### src/rtl/prog_loader.sv
// Host-side program loader: assembles a byte stream into instruction words, writes
// them into instruction memory and drives the datapath start/stop/resume pulses.
module prog_loader #(
  parameter int DWIDTH  = 16,
  parameter int AWIDTH  = 8,
  parameter int TIMEOUT = 1_000_000
) (
  input  logic              clk,
  input  logic              rst,
  input  logic [7:0]        rx_data,
  input  logic              rx_valid,
  output logic              rx_ready,
  input  logic              halt,
  output logic [DWIDTH-1:0] user_inst_write,
  output logic [AWIDTH-1:0] user_inst_addr,
  output logic              user_inst_wen,
  output logic              ap_start,
  output logic              ap_stop,
  output logic              resume,
  output logic              busy,
  output logic              load_err,
  output logic [AWIDTH:0]   words_loaded
);

  localparam int BYTES = DWIDTH / 8;
  localparam int BW    = (BYTES > 1) ? $clog2(BYTES) : 1;
  localparam int TW    = $clog2(TIMEOUT + 1);

  localparam logic [7:0] CMD_LOAD   = 8'hA5;
  localparam logic [7:0] CMD_STOP   = 8'h53;
  localparam logic [7:0] CMD_RESUME = 8'h52;

  typedef enum logic [2:0] {S_IDLE, S_COUNT, S_DATA, S_WRITE, S_START} state_t;

  state_t            state_r, state_s;
  logic [DWIDTH-1:0] word_r, shift_s, wdata_r;
  logic [AWIDTH-1:0] word_idx_r, addr_r;
  logic [BW-1:0]     byte_idx_r;
  logic [AWIDTH:0]   n_r, words_loaded_r;
  logic [TW-1:0]     tmo_r;
  logic              wen_r, start_r, stop_r, resume_r, load_err_r;
  logic              accept_s, timeout_s, last_byte_s, last_word_s, n_big_s;

  assign user_inst_write = wdata_r;
  assign user_inst_addr  = addr_r;
  assign user_inst_wen   = wen_r;
  assign ap_start        = start_r;
  assign ap_stop         = stop_r;
  assign resume          = resume_r;
  assign load_err        = load_err_r;
  assign words_loaded    = words_loaded_r;

  // Handshake, status and shared decode terms derived from the current state.
  always_comb begin
    rx_ready = 1'b0;
    busy     = 1'b1;
    case (state_r)
      S_IDLE: begin
        rx_ready = 1'b1;
        busy     = 1'b0;
      end
      S_COUNT, S_DATA: rx_ready = 1'b1;
      default:         rx_ready = 1'b0;
    endcase
    accept_s    = rx_valid && rx_ready;
    timeout_s   = (tmo_r == TW'(TIMEOUT));
    last_byte_s = (byte_idx_r == BW'(BYTES - 1));
    last_word_s = ({1'b0, word_idx_r} == (n_r - (AWIDTH + 1)'(1)));
    n_big_s     = (32'(rx_data) > (32'd1 << AWIDTH));
    // MSB-first assembly: the newest byte lands in the low byte lane.
    shift_s     = DWIDTH'({word_r, rx_data});
  end

  // State register.
  always_ff @(posedge clk or posedge rst) begin
    if (rst) state_r <= S_IDLE;
    else     state_r <= state_s;
  end

  // Next-state logic; an arriving byte takes priority over a coincident timeout.
  always_comb begin
    state_s = state_r;
    case (state_r)
      S_IDLE: begin
        if (accept_s && (rx_data == CMD_LOAD)) state_s = S_COUNT;
        else                                   state_s = S_IDLE;
      end
      S_COUNT: begin
        if (accept_s) begin
          if ((rx_data == 8'd0) || n_big_s) state_s = S_IDLE;
          else                              state_s = S_DATA;
        end else if (timeout_s) begin
          state_s = S_IDLE;
        end else begin
          state_s = S_COUNT;
        end
      end
      S_DATA: begin
        if (accept_s && last_byte_s) state_s = S_WRITE;
        else if (accept_s)           state_s = S_DATA;
        else if (timeout_s)          state_s = S_IDLE;
        else                         state_s = S_DATA;
      end
      S_WRITE: begin
        if (last_word_s) state_s = S_START;
        else             state_s = S_DATA;
      end
      S_START: state_s = S_IDLE;
      default: state_s = S_IDLE;
    endcase
  end

  // Datapath, registered pulses and status; pulses default low every cycle.
  always_ff @(posedge clk or posedge rst) begin
    if (rst) begin
      word_r         <= '0;
      wdata_r        <= '0;
      word_idx_r     <= '0;
      addr_r         <= '0;
      byte_idx_r     <= '0;
      n_r            <= '0;
      words_loaded_r <= '0;
      tmo_r          <= '0;
      wen_r          <= 1'b0;
      start_r        <= 1'b0;
      stop_r         <= 1'b0;
      resume_r       <= 1'b0;
      load_err_r     <= 1'b0;
    end else begin
      wen_r    <= 1'b0;
      start_r  <= 1'b0;
      stop_r   <= 1'b0;
      resume_r <= 1'b0;
      case (state_r)
        S_IDLE: begin
          if (accept_s) begin
            case (rx_data)
              CMD_LOAD: begin
                stop_r         <= 1'b1;
                load_err_r     <= 1'b0;
                words_loaded_r <= '0;
                tmo_r          <= '0;
              end
              CMD_STOP:   stop_r   <= 1'b1;
              CMD_RESUME: resume_r <= halt;
              default:    stop_r   <= 1'b0;
            endcase
          end
        end
        S_COUNT: begin
          if (accept_s) begin
            tmo_r <= '0;
            if (rx_data == 8'd0) begin
              load_err_r <= 1'b0;
            end else if (n_big_s) begin
              load_err_r <= 1'b1;
            end else begin
              n_r        <= (AWIDTH + 1)'(rx_data);
              word_idx_r <= '0;
              byte_idx_r <= '0;
            end
          end else if (timeout_s) begin
            load_err_r <= 1'b1;
          end else begin
            tmo_r <= tmo_r + TW'(1);
          end
        end
        S_DATA: begin
          if (accept_s) begin
            tmo_r  <= '0;
            word_r <= shift_s;
            if (last_byte_s) begin
              byte_idx_r     <= '0;
              wen_r          <= 1'b1;
              addr_r         <= word_idx_r;
              wdata_r        <= shift_s;
              words_loaded_r <= words_loaded_r + (AWIDTH + 1)'(1);
            end else begin
              byte_idx_r <= byte_idx_r + BW'(1);
            end
          end else if (timeout_s) begin
            load_err_r <= 1'b1;
          end else begin
            tmo_r <= tmo_r + TW'(1);
          end
        end
        S_WRITE: begin
          if (last_word_s) start_r    <= 1'b1;
          else             word_idx_r <= word_idx_r + AWIDTH'(1);
        end
        default: start_r <= 1'b0;
      endcase
    end
  end

endmodule

### config.mk
export PLATFORM = sky130hd
export DESIGN_NAME = prog_loader
export DESIGN_NICKNAME = d
export VERILOG_FILES = /design/src/rtl/prog_loader.sv
export SDC_FILE = /design/constraint.sdc
export NUM_CORES = 1
export LEC_CHECK = 0
export ABC_AREA = 1
export BUFFER_PORTS_ARGS = -buffer_cell sky130_fd_sc_hd__buf_2
export CAP_MARGIN = 30
export CORE_MARGIN = 1
export CORE_UTILIZATION = 45
export CTS_CLUSTER_SIZE = 12
export DETAILED_ROUTE_END_ITERATION = 8
export GPL_ROUTABILITY_DRIVEN = 0
export PLACE_DENSITY_LB_ADDON = 0.05
export SETUP_SLACK_MARGIN = 0.4
export SYNTH_ARGS = -nofsm -noshare
export SYNTH_HDL_FRONTEND = slang
export SYNTH_SLANG_ARGS = --single-unit
### constraint.sdc
create_clock -name clk -period 3.3 [get_ports clk]
set_input_delay 0.33 -clock clk [delete_from_list [all_inputs] [get_ports clk]]
set_output_delay 0.33 -clock clk [all_outputs]
set_load 0.01 [all_outputs]
; ---- Yosys cells after proc, flatten, opt, wreduce, memory -nomap -nowiden
; Index checks and enable logic that the tools add are counted.
; W data, S select, Z words.
[classes]
add_sub_neg = 5
mul = 0
n_div = 0
order_cmp = 0
n_eq_ne = 18
shifts = 0
n_mux = 48
bitwise_logic = 1
reduce_logical = 21
[ops]
columns = cell, n
row1 = $mux W20, 4
row2 = $pmux W20 S2, 1
row3 = $mux W9, 4
row4 = $mux W1, 25
row5 = $mux W8, 3
row6 = $add A20 B1 Y20 const B, 1
row7 = $eq A20 B20 Y1 const B, 1
row8 = $pmux W9 S2, 1
row9 = $eq A8 B7 Y1 const B, 2
row10 = $ne A2 B2 Y1 const B, 8
row11 = $pmux W8 S2, 1
row12 = $pmux W3 S4, 1
row13 = $reduce_and A4 Y1, 3
row14 = $reduce_and A5 Y1, 2
row15 = $add A9 B1 Y9 const B, 1
row16 = $eq A8 B9 Y1, 1
row17 = $sub A8 B1 Y9 const B, 1
row18 = $add A8 B1 Y8 const B, 1
row19 = $eq A8 B8 Y1 const B, 1
row20 = $logic_not A8 Y1, 1
row21 = $mux W2, 4
row22 = $reduce_bool A2 Y1, 4
row23 = $eq A3 B2 Y1 const B, 2
row24 = $mux W3, 2
row25 = 13 further kinds, 18
[word_totals]
register_bits = 86
latchBits = 0
ram_bits = 0
romBits = 0
input_bits = 12
out_inout_bits = 40
elab_cells = 107
memories = 0

; ---- Longest topological paths before layout
; Gate-level depths: netlist (run 1).
[depth]
ltp_word = 7
mapped_depth = 14
mapped_depth_nobuf = 14

; ---- Least setup slack after synthesis (run 1)
; OpenSTA, ideal clock, no wires.
[synth_path]
path_kind = reg-to-reg
start = register n_r[0]
end = register word_idx_r[2]
setup_time_ps = 66
arrival_ps = 1704
required_ps = 3234
setup_slack_ps = 1529
stages_incl_launch_ff = 15
path_buffers = 0
synth_period_minus_slack_ps = 1771
path_cell_list = dfrtp_1 -> inv_1 -> ha_1 -> nand2_1 -> nor2_1 -> nand2_1 -> nand2_1 -> inv_1 -> nor2_1 -> nand2_1 -> nor2_1 -> nand3_1 -> nand2_2 -> nand2_1 -> nand2_1
[synth_via]
elab_chain_cells = 4
[synth_lines]
columns = item, line_no
row1 = from (decl), 39  ; logic [AWIDTH:0] n_r, words_loaded_r;
row2 = from (signal assigned), 158  ; n_r <= (AWIDTH + 1)'(rx_data);
row3 = $sub A8 B1 Y9, 68  ; last_word_s = ({1'b0, word_idx_r} == (n_r - (AWIDTH + 1)'(1)));
row4 = $eq A8 B9 Y1, 68
row5 = $ne A2 B2 Y1 (no source line), --
row6 = $reduce_and A4 Y1 (no source line), --
row7 = to (signal assigned), 189  ; else word_idx_r <= word_idx_r + AWIDTH'(1);
row8 = to (decl), 37  ; logic [AWIDTH-1:0] word_idx_r, addr_r;
; No other way between the ends.
; A chain may end at the register's enable or synchronous reset.

; ---- Worst setup path in the final report (run 1)
[layout_path]
start = register state_r[0]
end = register n_r[7]
[layout_via]
elab_chain_cells = 5
word_cells_on_any_way = 7
classes_between = 2 x eq/ne / 1 x mux / 4 x reduce/logical
[layout_lines]
columns = item, line_no
row1 = from (decl), 35  ; state_t state_r, state_s;
row2 = from (signal assigned), 77  ; else state_r <= state_s;
row3 = $eq A3 B2 Y1 (tied with other cells), 57  ; case (state_r)
row4 = $reduce_or A3 Y1 (no source line), --
row5 = $mux W1, 57
row6 = $logic_and A1 B1 Y1, 65  ; accept_s = rx_valid && rx_ready;
row7 = $reduce_and A3 Y1 (no source line) (*), --
; Mark *: on every way between the ends. The rest lies on a longest branch, timed or not.

==> out/qor.csv, run 1 <==
stage,metric,value,unit
layout,drive_gt1_share,13.9,%
setup_path,worstPathRequired,3.56,ns
logic_synthesis,ys_ff_latch,86,
setup_path,crit_fanout,16,
floorplanning,core-area,9820,µm²
cts,cts_tree,built,
route,viasPerCell,5.12,
placed_design,numPortBuffers,51,
timing,worstMarginPinSlew,0.711,ns
cts,cts_setup_buffers,0,
cts,root_buffer,clkbuf_8,
floorplanning,die_w,103,µm
layout,finalNonFillerCells,789,
route,wl_per_cell,13.7,µm
floorplanning,row_count,36,
floorplanning,die_h,103,µm
power,p_leak,2.62,nW
logic_synthesis,synthTopCellsByArea,"dfrtp_1 (47%), nand2_1 (14%), o21ai_0 (6.5%)",
logic_synthesis,synth_edf_count,0,
layout,fillers,1022,
logic_synthesis,syn_inst,603,
power,cellPowerDensity,755,nW/µm²
layout,syn_to_final_growth,13.2,%
global_routing,grt_pass1_vias,3707,
timing,grt_setup_unrepaired,false,
route,drt_pass1_iterations,5,
logic_synthesis,syn_area,4600,µm²
power,ir_drop,0.000268,V
setup_path,endpoint_kind,flip-flop,
route,vias,4036,
placed_design,dp_cells,773,
setup_path,worst_setup_path_start_kind,flip-flop,
cts,clockBufferDepth,2,
logic_synthesis,yosysMostFrequentCell,nand2_1,
floorplanning,dieArea,10600,µm²
timing,fin_tns_setup,0,ns
cts,numCtsBuffers,9,
timing,clock_skew,0.0117,ns
setup_path,critPathArrivalTime,2.56,ns
timing,setup_viol,0,
route,wirelength,10800,µm
logic_synthesis,syn_avg_cell_area,7.63,µm²
cts,clk_pin_slew,0.10,ns
cts,ctsResizeCount,0,
timing,finalHoldViolCount,0,
timing,slew_violations,0,
global_routing,overflow,0,
setup_path,critical_path_class,flip-flop to flip-flop,
logic_synthesis,synth_nets,620,
global_routing,grt_pass1_wl,17900,µm
logic_synthesis,yosys_warnings,0,
route,final_antenna_net_count,0,
cts,clk_latency,0.37,ns
logic_synthesis,ys.flop_type,dfrtp_1,
placed_design,hpwlAfterDp,7760,µm
global_routing,grt_max_degree,50,
floorplanning,initial_utilization,46.8,%
run_status,status,completed,
logic_synthesis,yosysSeqAreaShare,46.8,%
cts,holdBufCountCts,0,
logic_synthesis,synthTopCellsByCount,"nand2_1 (169), dfrtp_1 (86), inv_1 (76)",
global_routing,grtUsageTotal,22.0,%
timing,period_share,69.7,%
logic_synthesis,ys_types,32,
job,drv_cap,0,
route,drt_iter0_markers,175,
worst_hold_path,hold_path_class,input port to asynchronous set/reset pin,
floorplanning,ios,52,
layout,nets,668,
layout,antenna_cells,0,
logic_synthesis,async_flop_share,100,%
cts,cts_htree_levels,3,
setup_path,r2r_slack,1.0,ns
timing,fmax,0.435,GHz
setup_path,rr_worst_depth,10,
global_routing,antenna_found_initial,0,
timing,min_period,2.30,ns
logic_synthesis,synth_top_area_share,46.8,%
route,drc_errors,0,
logic_synthesis,synth_top_cell_by_area,dfrtp_1,
timing,slew_headroom,52.5,%
cts,numClockSinks,86,
per-layer routing:
| metal | vias up | GRT usage (%) | share of wire (%) |
|---|---|---|---|
| li1 | 2030 | - | - |
| met5 | - | 0 | 0 |
| met4 | 0 | 7.80 | 1.6 |
| met2 | 110 | 34.6 | 43 |
| met1 | 1879 | 30.7 | 50 |
| met3 | 17 | 3.73 | 5.5 |
per-stage QoR:
step	total power, W	area (µm²)	utilization [%]	hold slack (ns)	setup slack, ns
final	0.00393	5210	53.0	0.0409	0.999
after global placement	0.00307	4980	50.7	0.454	1.07
after CTS	0.00396	5210	53.0	0.0603	0.996
after floorplan	0.00267	4600	-	0.440	0.748
after detailed placement	0.00310	4980	50.7	0.465	0.999
after global routing	0.00427	5210	53.0	0.0947	0.682
logic make-up (layout without fill, tap and decap cells):
logic type	count (synthesis)	in the layout	synth area share, %
adders and majority gates	5	5	1.36
DFF	86	86	46.8
buffers and inverters	100	153	8.46
xor gates and xnor gates	19	19	3.62
AOI/OAI and AO/OA	76	76	9.28
and+or+nand+nor	317	317	30.5
worst max-delay path: stages, from the launching register on:
cell and delay, ns:
dfrtp_1 0.45, inv_2 0.12, nand3_4 0.14, nand2_4 0.21
inv_2 0.08, nand2_2 0.08, nand2_1 0.27, nor2_2 0.54
inv_1 0.15, nand2_1 0.08, o21ai_0 0.07
layout make-up:
class	instances	area [µm²]	share of cell area (%)
clock buffer	9	124	2.38
clock inverter	7	103	1.97
inverter	83	313	6.01
multi-input combinational	417	2060	39.5
sequential	86	2150	41.3
tap	133	166	3.20
timing repair buffer	54	290	5.58
state kept, by name, indices dropped and copies added, names as in the netlist:
register / flops
resume: 1
user_inst_write: 16
user_inst_wen: 1
ap_start: 1
ap_stop: 1
words_loaded: 9
n_r: 8
user_inst_addr: 8
load_err: 1
tmo_r: 20
state_r: 3
word_r: 8
byte_idx_r: 1
word_idx_r: 8
final timing paths:
check,start,end
min,rst,n_r[4]
max,state_r[0],n_r[7]
min in group clk,halt,resume
max reg2reg,state_r[0],n_r[7]
max in group asynchronous,rst,user_inst_addr[1]
min reg2reg,user_inst_addr[0],user_inst_addr[0]
layout by cell type, fill, tap and decap left out:
cell type | netlist | routed
nor3_1 | 13 | 13
nor3_4 | 2 | 2
clkinv_4 | 0 | 1
xnor2_1 | 5 | 5
inv_6 | 0 | 3
a21boi_4 | 1 | 1
xor2_1 | 14 | 14
clkinv_2 | 0 | 1
nand3_4 | 1 | 1
inv_2 | 7 | 7
a21oi_1 | 5 | 5
clkbuf_8 | 0 | 9
o31ai_1 | 5 | 5
o21bai_1 | 2 | 2
o21ai_0 | 60 | 60
nand4_1 | 22 | 22
o32ai_1 | 1 | 1
nor3b_1 | 1 | 1
inv_1 | 76 | 75
nand2_1 | 169 | 169
nand2_2 | 4 | 4
a21oi_4 | 1 | 1
nand3_1 | 54 | 54
nor2_2 | 2 | 2
buf_12 | 0 | 1
nand3_2 | 1 | 1
nor2_1 | 46 | 46
buf_4 | 1 | 2
ha_1 | 5 | 5
nand2_4 | 1 | 1
nor4_1 | 1 | 1
bufinv_16 | 0 | 2
clkinvlp_4 | 0 | 1
dfrtp_1 | 86 | 86
buf_2 | 6 | 51
o21ai_1 | 1 | 1
power by group:
group          total [W]  switching (W)  leakage [nW]  internal, W
Clock           0.000847       0.000411         0.111     0.000435
Sequential       0.00163       0.000262          1.14      0.00136
Combinational    0.00145       0.000979          1.37     0.000476
(Power assumes the default switching activity.)
==> run 2: changes to the inputs <==
--- a/config.mk
+++ b/config.mk
@@ -5,7 +5,7 @@
 export SDC_FILE = /design/constraint.sdc
 export NUM_CORES = 1
 export LEC_CHECK = 0
-export ABC_AREA = 1
+export ABC_AREA = 0
 export BUFFER_PORTS_ARGS = -buffer_cell sky130_fd_sc_hd__buf_2
 export CAP_MARGIN = 30
 export CORE_MARGIN = 1
==> constraint.sdc (replaced) <==
create_clock -name clk -period 2.12 [get_ports clk]
set_input_delay 0.212 -clock clk [delete_from_list [all_inputs] [get_ports clk]]
set_output_delay 0.212 -clock clk [all_outputs]
set_load 0.01 [all_outputs]
==> out/qor.csv, run 2 <==
stage,metric,value,unit,change
route,wl_per_cell,16.7,µm,+22%
setup_path,cp_cell_sequence,inv_2 > ha_4 > or4b_4 > o22ai_2 > nand2_2 > and3_4 > or4_1 > nand3_1,,
route,drt_pass1_iterations,4,,-1
timing,clock_skew,0.0151,ns,+0.00339 ns
logic_synthesis,synthTopCellsByCount,"dfrtp_1 (86), nand2_1 (67), nor2_1 (29)",,
floorplanning,die_w,101,µm,-2.5%
setup_path,crit_fanout,5,,-11
setup_path,endpoint_kind,flip-flop,,
logic_synthesis,ys.flop_type,dfrtp_1,,
timing,whs,0.0961,ns,+0.0552 ns
timing,period_share,99.3,%,+30 points
floorplanning,dieArea,10100,µm²,-4.9%
logic_synthesis,synthTopCellsByArea,"dfrtp_1 (49%), mux2_2 (6.4%), nand2_1 (5.8%)",,
timing,slew_headroom,65.5,%,+13 points
setup_path,cp_num_buf_inv,1,,-2
global_routing,overflow,0,,unchanged
route,viasPerCell,5.43,,+6.2%
setup_path,critical_path_class,flip-flop to flip-flop,,
layout,syn_to_final_growth,44.6,%,
timing,worstMarginPinSlew,0.517,ns,-0.195 ns
placed_design,dp_slack,-0.220,ns,-1.22 ns
route,wirelength,11700,µm,+8.5%
timing,fin_tns_setup,0,ns,unchanged
setup_path,cp_top_family,simple AND/OR/NAND/NOR gates,,
logic_synthesis,ys_ff_latch,86,,unchanged
logic_synthesis,async_flop_share,100,%,unchanged
cts,clockBufferDepth,2,,unchanged
placed_design,numPortBuffers,51,,unchanged
layout,final_core_util,67.8,%,+15 points
floorplanning,core-area,9330,µm²,-5.0%
layout,nets,586,,-12%
timing,setup_viol,0,,unchanged
logic_synthesis,synth_top_cell_by_area,dfrtp_1,,
logic_synthesis,ys_types,61,,+91%
timing,min_period,2.11,ns,-0.196 ns
logic_synthesis,syn_avg_cell_area,9.96,µm²,+31%
layout,largest_register_ffs,20,,unchanged
logic_synthesis,syn_area,4370,µm²,-5.0%
power,p_leak,3.02,nW,+15%
global_routing,antenna_found_initial,0,,unchanged
timing,fmax,0.475,GHz,+9.3%
layout,regMostFlops,tmo_r,,
layout,drive_gt1_share,45.5,%,+32 points
logic_synthesis,synth_top_area_share,49.2,%,+2.5 points
power,ir_drop,0.000740,V,+180%
cts,cts_htree_levels,3,,unchanged
cts,numClockSinks,86,,unchanged
setup_path,max_stage_delay,0.46,ns,-0.08 ns
timing,finalHoldViolCount,0,,unchanged
setup_path,worst_setup_path_start_kind,flip-flop,,
timing,slew_violations,0,,unchanged
setup_path,worstPathRequired,2.43,ns,-1.13 ns
global_routing,grt_max_degree,31,,-38%
route,drc_errors,0,,unchanged
route,drt_iter0_markers,137,,-22%
floorplanning,row_count,35,,-2.8%
job,drv_cap,0,,unchanged
run_status,status,completed,,
layout,layout_commonest_cell,dfrtp_1,,
layout,antenna_cells,0,,unchanged
logic_synthesis,synth_nets,456,,-26%
power,cellPowerDensity,1130,nW/µm²,+50%
worst_hold_path,hold_path_class,input port to flip-flop,,
logic_synthesis,synth_edf_count,0,,unchanged
route,final_antenna_net_count,0,,unchanged
global_routing,grtUsageTotal,23.9,%,+1.9 points
placed_design,hpwlAfterDp,7410,µm,-4.5%
global_routing,grt_pass1_vias,3732,,+0.67%
cts,numCtsBuffers,9,,unchanged
setup_path,critPathArrivalTime,2.41,ns,-0.15 ns
floorplanning,die_h,101,µm,-2.5%
setup_path,crit_slowest_cell,or4b_4,,
logic_synthesis,yosysMostFrequentCell,dfrtp_1,,
timing,grt_setup_unrepaired,true,,
logic_synthesis,syn_inst,439,,-27%
cts,clk_pin_slew,0.10,ns,about the same
logic_synthesis,yosys_warnings,0,,unchanged
layout,most-common-layout-cells,"dfrtp_1 (81), buf_4 (69), nand2_1 (60)",,
cts,clk_latency,0.37,ns,about the same
global_routing,grt_pass1_wl,18600,µm,+3.9%
layout,fillers,726,,-29%
timing,setup_slack,0.0148,ns,-0.984 ns
cts,cts_tree,built,,
floorplanning,initial_utilization,46.9,%,about the same
floorplanning,ios,52,,unchanged
logic_synthesis,yosysSeqAreaShare,49.2,%,+2.5 points
route,vias,3818,,-5.4%
cts,root_buffer,clkbuf_8,,
[run 2: changes by cell type after synthesis, sizes merged, moves of 8 or more]
cell   previous run  this run
xnor2             5        17
nand2           174        67
nor2             48        29
nand3            56        20
inv              83        14
mux2              0        25
or3               0         9
o21ai            61        18
and3              0         8
[run 2: worst reg2reg max path: stages, from the launching register on]
cell     delay [ns]
dfrtp_1        0.40
inv_2          0.08
ha_4           0.14
or4b_4         0.46
o22ai_2        0.16
nand2_2        0.09
and3_4         0.20
or4_1          0.41
nand3_1        0.10
[run 2: final timing paths]
| path | start | to | slack [ns] | cells after the start |
|---|---|---|---|---|
| worst max-delay path | n_r[0] | word_idx_r[7] | 0.01 | 8 |
| worst min-delay path | halt | resume | 0.1 | 2 |
| worst max register to register | n_r[0] | word_idx_r[7] | 0.01 | 8 |
| worst min register to register | word_r[2] | word_r[2] | 0.49 | 2 |
| max in group asynchronous | rst | state_r[1] | 1.00 | 4 |
| min in group asynchronous | rst | tmo_r[9] | 0.40 | 3 |
[run 2: timing repair]
action,4_1_cts,5_1_grt
setup buffers,16,14
endpoints found under the setup margin,62,51
pin swaps,35,31
gates cloned,3,2
resized for setup,77,55
hold endpoints to repair,17,0
hold buffers,1,0
[run 2: cell families (layout without fill, tap and decap cells)]
group | count (synthesis) | after routing | synth area share, %
AND/OR/NAND/NOR | 205 | 206 | 24.9
flip-flops | 86 | 86 | 49.2
AO/OA/AOI/OAI | 54 | 54 | 8.65
buffers and inverters | 37 | 171 | 3.89
multiplexers | 27 | 27 | 6.90
XOR/XNOR | 25 | 25 | 5.01
adder cells (fa/ha/maj) | 5 | 5 | 1.43
[run 2: cell type report]
| type | instances | area, µm² | share of cell area [%] |
|---|---|---|---|
| Timing Repair Buffer | 141 | 1100 | 17.4 |
| Tap cell | 129 | 161 | 2.55 |
| Sequential cell | 86 | 2160 | 34.2 |
| Inverter | 14 | 56.3 | 0.891 |
| Clock buffer | 10 | 138 | 2.18 |
| Multi-Input combinational cell | 317 | 2610 | 41.3 |
| Clock inverter | 6 | 93.8 | 1.48 |
[run 2: report_power, final]
| part | internal (W) | switching [W] | total, W |
|---|---|---|---|
| Combinational | 0.00175 | 0.00158 | 0.00333 |
| Sequential | 0.00209 | 0.000388 | 0.00248 |
| Clock | 0.000705 | 0.000639 | 0.00134 |
[run 2: routing by layer]
layer	routed length (µm)	vias up	track usage, %	share of wire [%]
met5	0	-	0	0
li1	-	1838	-	-
met4	182	0	7.69	1.6
met3	453	15	3.33	3.9
met2	5540	85	38.7	47
met1	5530	1880	33.3	47
[run 2: stage by stage]
stage,instance area [µm²],cells,power [W]
finish,6320,703,0.00716
global route,6320,703,0.00756
CTS,5920,687,0.00671
detailed placement,5190,651,0.00492
global placement,5190,651,0.00485
floorplan,4450,439,0.00392
==> run 3: changes to the inputs <==
--- a/config.mk
+++ b/config.mk
@@ -8,8 +8,10 @@
 export ABC_AREA = 0
 export BUFFER_PORTS_ARGS = -buffer_cell sky130_fd_sc_hd__buf_2
 export CAP_MARGIN = 30
+export CORE_ASPECT_RATIO = 1.1
 export CORE_MARGIN = 1
 export CORE_UTILIZATION = 45
+export CTS_BUF_LIST = sky130_fd_sc_hd__clkbuf_8
 export CTS_CLUSTER_SIZE = 12
 export DETAILED_ROUTE_END_ITERATION = 8
 export GPL_ROUTABILITY_DRIVEN = 0
==> out/qor.csv, run 3 (same netlist as run 2, synthesis figures left out) <==
stage,metric,value,unit,change
cts,clk_latency,0.36,ns,about the same
layout,nets,594,,+1.4%
cts,cts_tree,built,,
power,ir_drop,0.000736,V,-0.50%
setup_path,crit_fanout,6,,+1
setup_path,crit_start,n_r[0],,
layout,largest_register_ffs,20,,unchanged
global_routing,grtUsageTotal,24.2,%,+0.32 points
layout,drive_gt1_share,45.9,%,+0.41 points
setup_path,rr_worst_depth,9,,+1
placed_design,post_dp_cell_area,5130,µm²,-1.0%
floorplanning,initial_utilization,46.5,%,-0.35 points
worst_hold_path,holdPathStages,2,,unchanged
layout,syn_to_final_growth,47.8,%,
layout,stdcell_area,6460,µm²,+2.2%
timing,min_period,2.10,ns,-0.00570 ns
timing,slew_headroom,64.7,%,-0.80 points
floorplanning,core-area,9400,µm²,+0.75%
route,drc_errors,0,,unchanged
setup_path,timing.rr.start,n_r[0],,
setup_path,critPathCapture,word_idx_r[2],,
cts,cts_htree_levels,3,,unchanged
cts,root_buffer,clkbuf_8,,
timing,finalHoldViolCount,0,,unchanged
run_status,status,completed,,
timing,period_share,99.0,%,-0.27 points
floorplanning,die_w,96.0,µm,-4.6%
setup_path,endpoint_kind,flip-flop,,
timing,setup_viol,0,,unchanged
timing,whs,0.0814,ns,-0.0147 ns
power,cellPowerDensity,1120,nW/µm²,-1.4%
cts,clk_pin_slew,0.10,ns,about the same
setup_path,critical_path_class,flip-flop to flip-flop,,
setup_path,worst_setup_path_start_kind,flip-flop,,
placed_design,dp_cells,634,,-2.6%
placed_design,dp_slack,-0.209,ns,+0.0115 ns
power,p_leak,3.06,nW,+1.5%
floorplanning,row_count,37,,+5.7%
route,drt_iter0_markers,207,,+51%
cts,clockBufferDepth,2,,unchanged
global_routing,antenna_found_initial,0,,unchanged
route,wirelength,12100,µm,+3.7%
floorplanning,dieArea,10100,µm²,about the same
timing,fmax,0.476,GHz,+0.27%
layout,finalNonFillerCells,699,,-0.57%
route,drt_pass1_iterations,4,,unchanged
layout,layout_commonest_cell,dfrtp_1,,
global_routing,grt_pass1_vias,3818,,+2.3%
cts,numCtsBuffers,9,,unchanged
route,final_antenna_net_count,0,,unchanged
route,vias,3903,,+2.2%
worst_hold_path,hold_path_class,input port to flip-flop,,
timing,worstMarginPinSlew,0.526,ns,+0.00935 ns
setup_path,critPathArrivalTime,2.32,ns,-0.09 ns
placed_design,hpwlAfterDp,6990,µm,-5.7%
layout,regMostFlops,tmo_r,,
layout,fillers,706,,-2.8%
global_routing,grt_max_degree,87,,+180%
global_routing,grt_pass1_wl,18800,µm,+1.3%
layout,antenna_cells,0,,unchanged
cts,numClockSinks,86,,unchanged
floorplanning,die_h,105,µm,+4.8%
placed_design,numPortBuffers,51,,unchanged
layout,most-common-layout-cells,"dfrtp_1 (83), buf_4 (64), nand2_1 (61)",,
route,wl_per_cell,17.4,µm,+4.3%
job,drv_cap,0,,unchanged
timing,setup_slack,0.0205,ns,+0.00570 ns
setup_path,r2r_slack,0.02,ns,about the same
timing,slew_violations,0,,unchanged
floorplanning,ios,52,,unchanged
route,viasPerCell,5.58,,+2.8%
setup_path,worstPathRequired,2.34,ns,-0.09 ns
global_routing,overflow,0,,unchanged
timing,clock_skew,0.0153,ns,+0.000261 ns
setup_path,r2r_end,word_idx_r[2],,
timing,grt_setup_unrepaired,true,,
## run 3: cell types whose count changed in the layout (fill, tap and decap cells not counted), moves of 3 or more
cell	delta
or3_4	+3
nand3_2	+5
nand3_1	-5
buf_6	+14
o21ai_2	-3
or3_1	-3
buf_4	-5
o311ai_2	-3
## run 3: cell type report
type	count	area, µm²	share of cell area, %
clock buffers	10	138	2.13
flip-flops and latches	86	2160	33.4
inverters	14	56.3	0.871
repair buffers	148	1200	18.6
multi-input cells	318	2720	42.1
clock inverters	6	45.0	0.697
well taps	117	146	2.27
## run 3: power breakdown
group	switching, W	total, W	internal (W)
logic	0.00171	0.00365	0.00194
registers	0.000374	0.00247	0.00209
clock network	0.000634	0.00110	0.000467
total	0.00272	0.00721	0.00450
## run 3: through the flow
step	power (W)	setup TNS [ns]	utilization (%)
2_1_floorplan	0.00392	-0.295	-
6_report	0.00721	0	68.8
5_1_grt	0.00766	-0.242	68.8
3_5_place_dp	0.00482	-1.44	54.6
3_3_place_gp	0.00477	-1.26	54.6
4_1_cts	0.00661	0	62.6
## run 3: worst min path at each step
stage | from | to
after floorplan | rx_data[2] | n_r[2]
after global placement | rst | tmo_r[4]
after detailed placement | rst | tmo_r[6]
after CTS | halt | resume
after global routing | halt | resume
final | halt | resume
## run 3: what timing repair did
action | in CTS | in global routing
resized for setup | 54 | 104
gates cloned | 6 | 0
endpoints found under the setup margin | 62 | 82
pin swaps | 40 | 39
buffers inserted | 31 | 11
hold buffers | 1 | 0
endpoints found under the hold margin | 42 | 0
## run 3: layer usage
layer | part of all wire, % | GRT usage [%]
met4 | 3.8 | 9.70
met1 | 42 | 30.9
met5 | 0 | 0
met2 | 51 | 39.8
met3 | 3.3 | 4.69
## run 3: worst max-delay path, stage by stage (launching register included)
cell	delay, ns
dfrtp_1	0.40
inv_2	0.09
ha_4	0.14
or4b_4	0.46
o22ai_2	0.16
nand2_2	0.09
and3_4	0.19
buf_6	0.13
o311ai_4	0.21
o41ai_1	0.11
